--- config.mk ---
export PLATFORM = sky130hd
export DESIGN_NAME = ram_burst_reader
export DESIGN_NICKNAME = d
export VERILOG_FILES = /design/src/rtl/ram_burst_reader.sv
export SDC_FILE = /design/constraint.sdc
export NUM_CORES = 1
export LEC_CHECK = 0
export CORE_UTILIZATION = 30
export DETAILED_ROUTE_END_ITERATION = 12
export SYNTH_ARGS = -nofsm -noshare
export SYNTH_HDL_FRONTEND = slang
export SYNTH_SLANG_ARGS = --single-unit
--- constraint.sdc ---
create_clock -name clk -period 3 [get_ports clk]
set_input_delay 0.3 -clock clk [delete_from_list [all_inputs] [get_ports clk]]
set_output_delay 0.3 -clock clk [all_outputs]
set_load 0.01 [all_outputs]
--- src/rtl/ram_burst_reader.sv ---
// Burst read sequencer for a 1-cycle-latency synchronous RAM, streaming words out on valid/ready.
// First word bypasses the 2-entry buffer; issue is credit-limited so landed data always has space.
module ram_burst_reader #(
    parameter int DATA_WIDTH = 32,
    parameter int ADDR_WIDTH = 8,
    parameter int LEN_WIDTH  = ADDR_WIDTH + 1
) (
    input  logic                  clk,
    input  logic                  rst,
    input  logic                  cmd_valid,
    output logic                  cmd_ready,
    input  logic [ADDR_WIDTH-1:0] cmd_addr,
    input  logic [LEN_WIDTH-1:0]  cmd_len,
    output logic                  mem_en,
    output logic [ADDR_WIDTH-1:0] mem_addr,
    input  logic [DATA_WIDTH-1:0] mem_rdata,
    output logic                  out_valid,
    input  logic                  out_ready,
    output logic [DATA_WIDTH-1:0] out_data,
    output logic                  out_last,
    output logic                  busy
);

    localparam int RAM_DEPTH = 1 << ADDR_WIDTH;
    localparam logic [LEN_WIDTH-1:0] MAX_LEN = LEN_WIDTH'(RAM_DEPTH);

    localparam logic [1:0] S_IDLE  = 2'd0;
    localparam logic [1:0] S_RUN   = 2'd1;
    localparam logic [1:0] S_DRAIN = 2'd2;

    logic [1:0]            state_q, state_d;
    logic [ADDR_WIDTH-1:0] addr_q, addr_d;
    logic [LEN_WIDTH-1:0]  rem_q, rem_d;
    logic                  inflight_q;
    logic                  inflight_last_q;
    logic [DATA_WIDTH-1:0] buf_dat_q [2];
    logic                  buf_last_q [2];
    logic                  rd_ptr_q, wr_ptr_q;
    logic [1:0]            count_q;

    logic       pop, issue, bypass, push, buf_pop;
    logic [2:0] occ;

    assign pop  = out_valid && out_ready;
    // Words owed to the consumer after this cycle's pop: stored plus the one still in the RAM pipe.
    assign occ  = {1'b0, count_q} + {2'b00, inflight_q} - {2'b00, pop};
    assign issue = !rst && (state_q == S_RUN) && (rem_q != '0) && (occ < 3'd2);

    assign bypass  = inflight_q && (count_q == 2'd0) && pop;
    assign push    = inflight_q && !bypass;
    assign buf_pop = pop && (count_q != 2'd0);

    assign cmd_ready = !rst && (state_q == S_IDLE);
    assign busy      = !rst && (state_q != S_IDLE);
    assign mem_en    = issue;
    assign mem_addr  = rst ? '0 : addr_q;
    assign out_valid = !rst && ((count_q != 2'd0) || inflight_q);

    always_comb begin
        out_data = '0;
        out_last = 1'b0;
        if (!rst) begin
            if (count_q != 2'd0) begin
                out_data = buf_dat_q[rd_ptr_q];
                out_last = buf_last_q[rd_ptr_q];
            end else if (inflight_q) begin
                out_data = mem_rdata;
                out_last = inflight_last_q;
            end
        end
    end

    always_comb begin
        state_d = state_q;
        addr_d  = addr_q;
        rem_d   = rem_q;
        case (state_q)
            S_IDLE: begin
                if (cmd_valid) begin
                    addr_d  = cmd_addr;
                    rem_d   = (cmd_len > MAX_LEN) ? MAX_LEN : cmd_len;
                    state_d = (cmd_len == '0) ? S_DRAIN : S_RUN;
                end
            end
            S_RUN: begin
                if (issue) begin
                    addr_d = addr_q + 1'b1;
                    rem_d  = rem_q - 1'b1;
                    if (rem_q == LEN_WIDTH'(1)) begin
                        state_d = S_DRAIN;
                    end
                end
            end
            S_DRAIN: begin
                if (!inflight_q && (count_q == 2'd0)) begin
                    state_d = S_IDLE;
                end
            end
            default: state_d = S_IDLE;
        endcase
    end

    always_ff @(posedge clk) begin
        if (rst) begin
            state_q         <= S_IDLE;
            addr_q          <= '0;
            rem_q           <= '0;
            inflight_q      <= 1'b0;
            inflight_last_q <= 1'b0;
            buf_dat_q       <= '{default: '0};
            buf_last_q      <= '{default: 1'b0};
            rd_ptr_q        <= 1'b0;
            wr_ptr_q        <= 1'b0;
            count_q         <= 2'd0;
        end else begin
            state_q         <= state_d;
            addr_q          <= addr_d;
            rem_q           <= rem_d;
            inflight_q      <= issue;
            inflight_last_q <= issue && (rem_q == LEN_WIDTH'(1));
            if (push) begin
                buf_dat_q[wr_ptr_q]  <= mem_rdata;
                buf_last_q[wr_ptr_q] <= inflight_last_q;
                wr_ptr_q             <= ~wr_ptr_q;
            end
            if (buf_pop) begin
                rd_ptr_q <= ~rd_ptr_q;
            end
            count_q <= count_q + {1'b0, push} - {1'b0, buf_pop};
        end
    end

endmodule

==> metrics.yaml <==
syn-num-nets: 700
rows: 45
leakage_nw: 2.033
final.setup.worst_slack_ns: 0.1555
rsz0062_at_grt: "no"
maxSlewHeadroom_pct: 34.45
synth_area_um2: 4783
p_total_mw: 3.188
grt_max_degree: 130
wl_um: 12610
worst_pin_slew_ns: 0.9832
hold_viol_final: 0
dp.cells: 915
htreeDepth: 3
syn_area_per_cell_um2: 7.474
post-place-ws_ns: -0.1523
initial_core_util_pct: 31.12
grt.total_usage_pct: 15.94
worst-path-buf-inv: 1
cellPowerDensity_nw_per_um2: 511.8
hpwl_um: 7794
cts.clk_slew.worst_paths_ns: 0.06
cp_slowest_cell: "fa_1"
worstPathCellList: "or2_4 > nor2_2 > nor2_1 > ha_1 > nand2b_1 > fa_1 > xnor2_1 > and4_4 > and2_2 > clkbuf_2"
yosys-top-cells-area: "dfxtp_1 (38%), nand2_1 (12%), a21oi_1 (8.8%)"
cts-root-buf: "clkbuf_16"
clkLatencyLatePin_ns: 0.34
max_freq_mhz: 351.6
die_h_um: 128.3
tns_ns: 0
status: "complete, no violations"
setup_viol: 0
final_nets: 775
coreArea_um2: 15370
finClkSkew_ns: 0.004509
worst_path_dominant_cell_family: "simple AND/OR/NAND/NOR gates"
drcViolationCount: 0
drtAntennaViolNets: 0
wl_per_cell_um: 13.53
start_kind: "flip-flop"
fin_util_pct: 40.53
synth_seq_cells: 91
ys_warn_count: 0
drt-initial-drc-count: 238
wl_met3_um: 754
dieArea_um2: 16450
synth_edf_count: 0
ios: 98
grt_antenna_before_repair: 1
avgViaCountPerCell: 4.864
worstPathArrival_ns: 2.54
ys_seq_area_share_pct: 38.09
netlist.area_leader.share_pct: 38.09
synth.distinct_cells: 52
grt_pass1_wl_um: 20950
die_x_um: 128.3
synth_top_flop_cell: "dfxtp_1"
dr.pass1.iters: 4
clkSinkCount: 91
crit_type: "reg2out"
route.vias.total: 4533
period_minus_slack_ns: 2.845
irDropWorstVdd_mv: 0.2953
fin_cells: 932
finalCritPeriodShare_pct: 94.82
drive_gt1_share_pct: 7.778
grt_overflow: 0
m1WireLength_um: 5984
tritoncts.num_buffers: 9
portBuffers: 97
crit_fanout: 3
mostFrequentLayoutCells: "nand2_1 (155), clkdlybuf4s50_1 (95), dfxtp_1 (90)"
routed-wl-met2_um: 5715
holdCritPathClass: "reg2reg"
cts_tree: "done"
endpoint_kind: "output port"
worstPathRequired_ns: 2.70
area_delta_synth_final_pct: 30.24
maxUsedRoutingLayer: "met4"
async_reset_ff_share_pct: 0
drv_slew: 0
synthCells: 640
cpPeakStageDelay_ns: 0.39
gp_congestion: 0.7489
drv_cap: 0
final_common_cell: "nand2_1"
clk_path_buf_depth: 2
grt_pass1_vias: 4217
synth_largest_area_cell: "dfxtp_1"
ctsHoldBuffers: 0
cell type report:
| type | instances | area, µm² |
|---|---|---|
| fillers | 1561 | 9141 |
| multi-input cells | 488 | 2671 |
| flip-flops and latches | 91 | 1823 |
| repair buffers | 114 | 1154 |
| clock buffers | 14 | 264.0 |
| well taps | 211 | 264.0 |
| inverters | 11 | 41.29 |
| clock inverters | 2 | 10.01 |
| diodes | 1 | 2.502 |
state kept, by name, summed over array words and instances, names as in the netlist:
| register | flops |
|---|---|
| buf_dat_q | 64 |
| rem_q | 9 |
| addr_q | 8 |
| buf_last_q | 2 |
| count_q | 2 |
| state_q | 2 |
| inflight_last_q | 1 |
| inflight_q | 1 |
| rd_ptr_q | 1 |
| wr_ptr_q | 1 |
stage by stage:
step,area [µm²],hold WS [ns]
4_1_cts,6232,0.4545
3_5_place_dp,5958,0.4458
6_report,6230,0.4526
2_1_floorplan,4783,0.4357
3_3_place_gp,5958,0.4417
5_1_grt,6227,0.4690
where the power goes:
group	total (mW)	leakage [nW]	internal (mW)	switching [mW]
Clock	1.07	0.137	0.606	0.465
Combinational	0.789	1.16	0.349	0.439
Sequential	1.33	0.738	1.27	0.0575
worst min-delay path: cells and delay by family (launching register included):
kind	cells	cell delay (ns)
AO/OA/AOI/OAI	1	0.05
flip-flops	1	0.31
AND/OR/NAND/NOR	1	0.05
synth_stat cells (2+ instances only):
library cell / n
nor3b_1: 2
nor4_4: 2
nand2b_1: 5
and2_2: 2
clkbuf_1: 26
xnor2_1: 2
nor3_1: 8
inv_1: 11
nand4_1: 2
buf_4: 10
mux2i_1: 34
a31oi_1: 36
a311oi_1: 3
a211oi_1: 3
dfxtp_1: 91
buf_1: 2
o21ai_0: 10
a311oi_2: 3
a21oi_1: 84
nor2_1: 87
ha_1: 6
xor2_1: 4
buf_2: 8
o31ai_1: 2
nand3_1: 3
nand2_1: 155
o32ai_1: 3
a32o_1: 2
nor4_1: 2
nor2b_1: 8
buf_6: 3
final timing paths:
check	from	endpoint	slack, ns	cells after the start
hold reg to reg	buf_dat_q[9]	buf_dat_q[9]	0.45	2
setup / recovery	count_q[1]	mem_en	0.16	10
hold / removal	buf_dat_q[9]	buf_dat_q[9]	0.45	2
setup reg to reg	count_q[1]	rem_q[2]	0.25	12
logic make-up (layout without fill, tap and decap cells):
logic type / after synthesis / in the layout / share of synthesized area, %
AOI/OAI and AO/OA: 154 / 154 / 19.51
xor gates and xnor gates: 6 / 6 / 1.099
adders and majority gates: 7 / 7 / 1.988
buffers and inverters: 61 / 141 / 6.330
DFF: 91 / 91 / 38.09
muxes: 34 / 34 / 7.115
other: 0 / 1 / 0
and+or+nand+nor: 287 / 287 / 25.87
routing by layer:
layer	GRT usage (%)	up-vias
li1	-	2327
met1	21.04	2076
met2	25.60	119
met3	3.715	11
met4	4.983	0
met5	0	-
repair_timing:
item	CTS	global route
setup endpoints to repair	1	1
setup buffers	0	0
cloned	0	0
pin swaps	0	0
gates resized for setup	2	1
No activity file was read; power rests on OpenSTA's default activity.
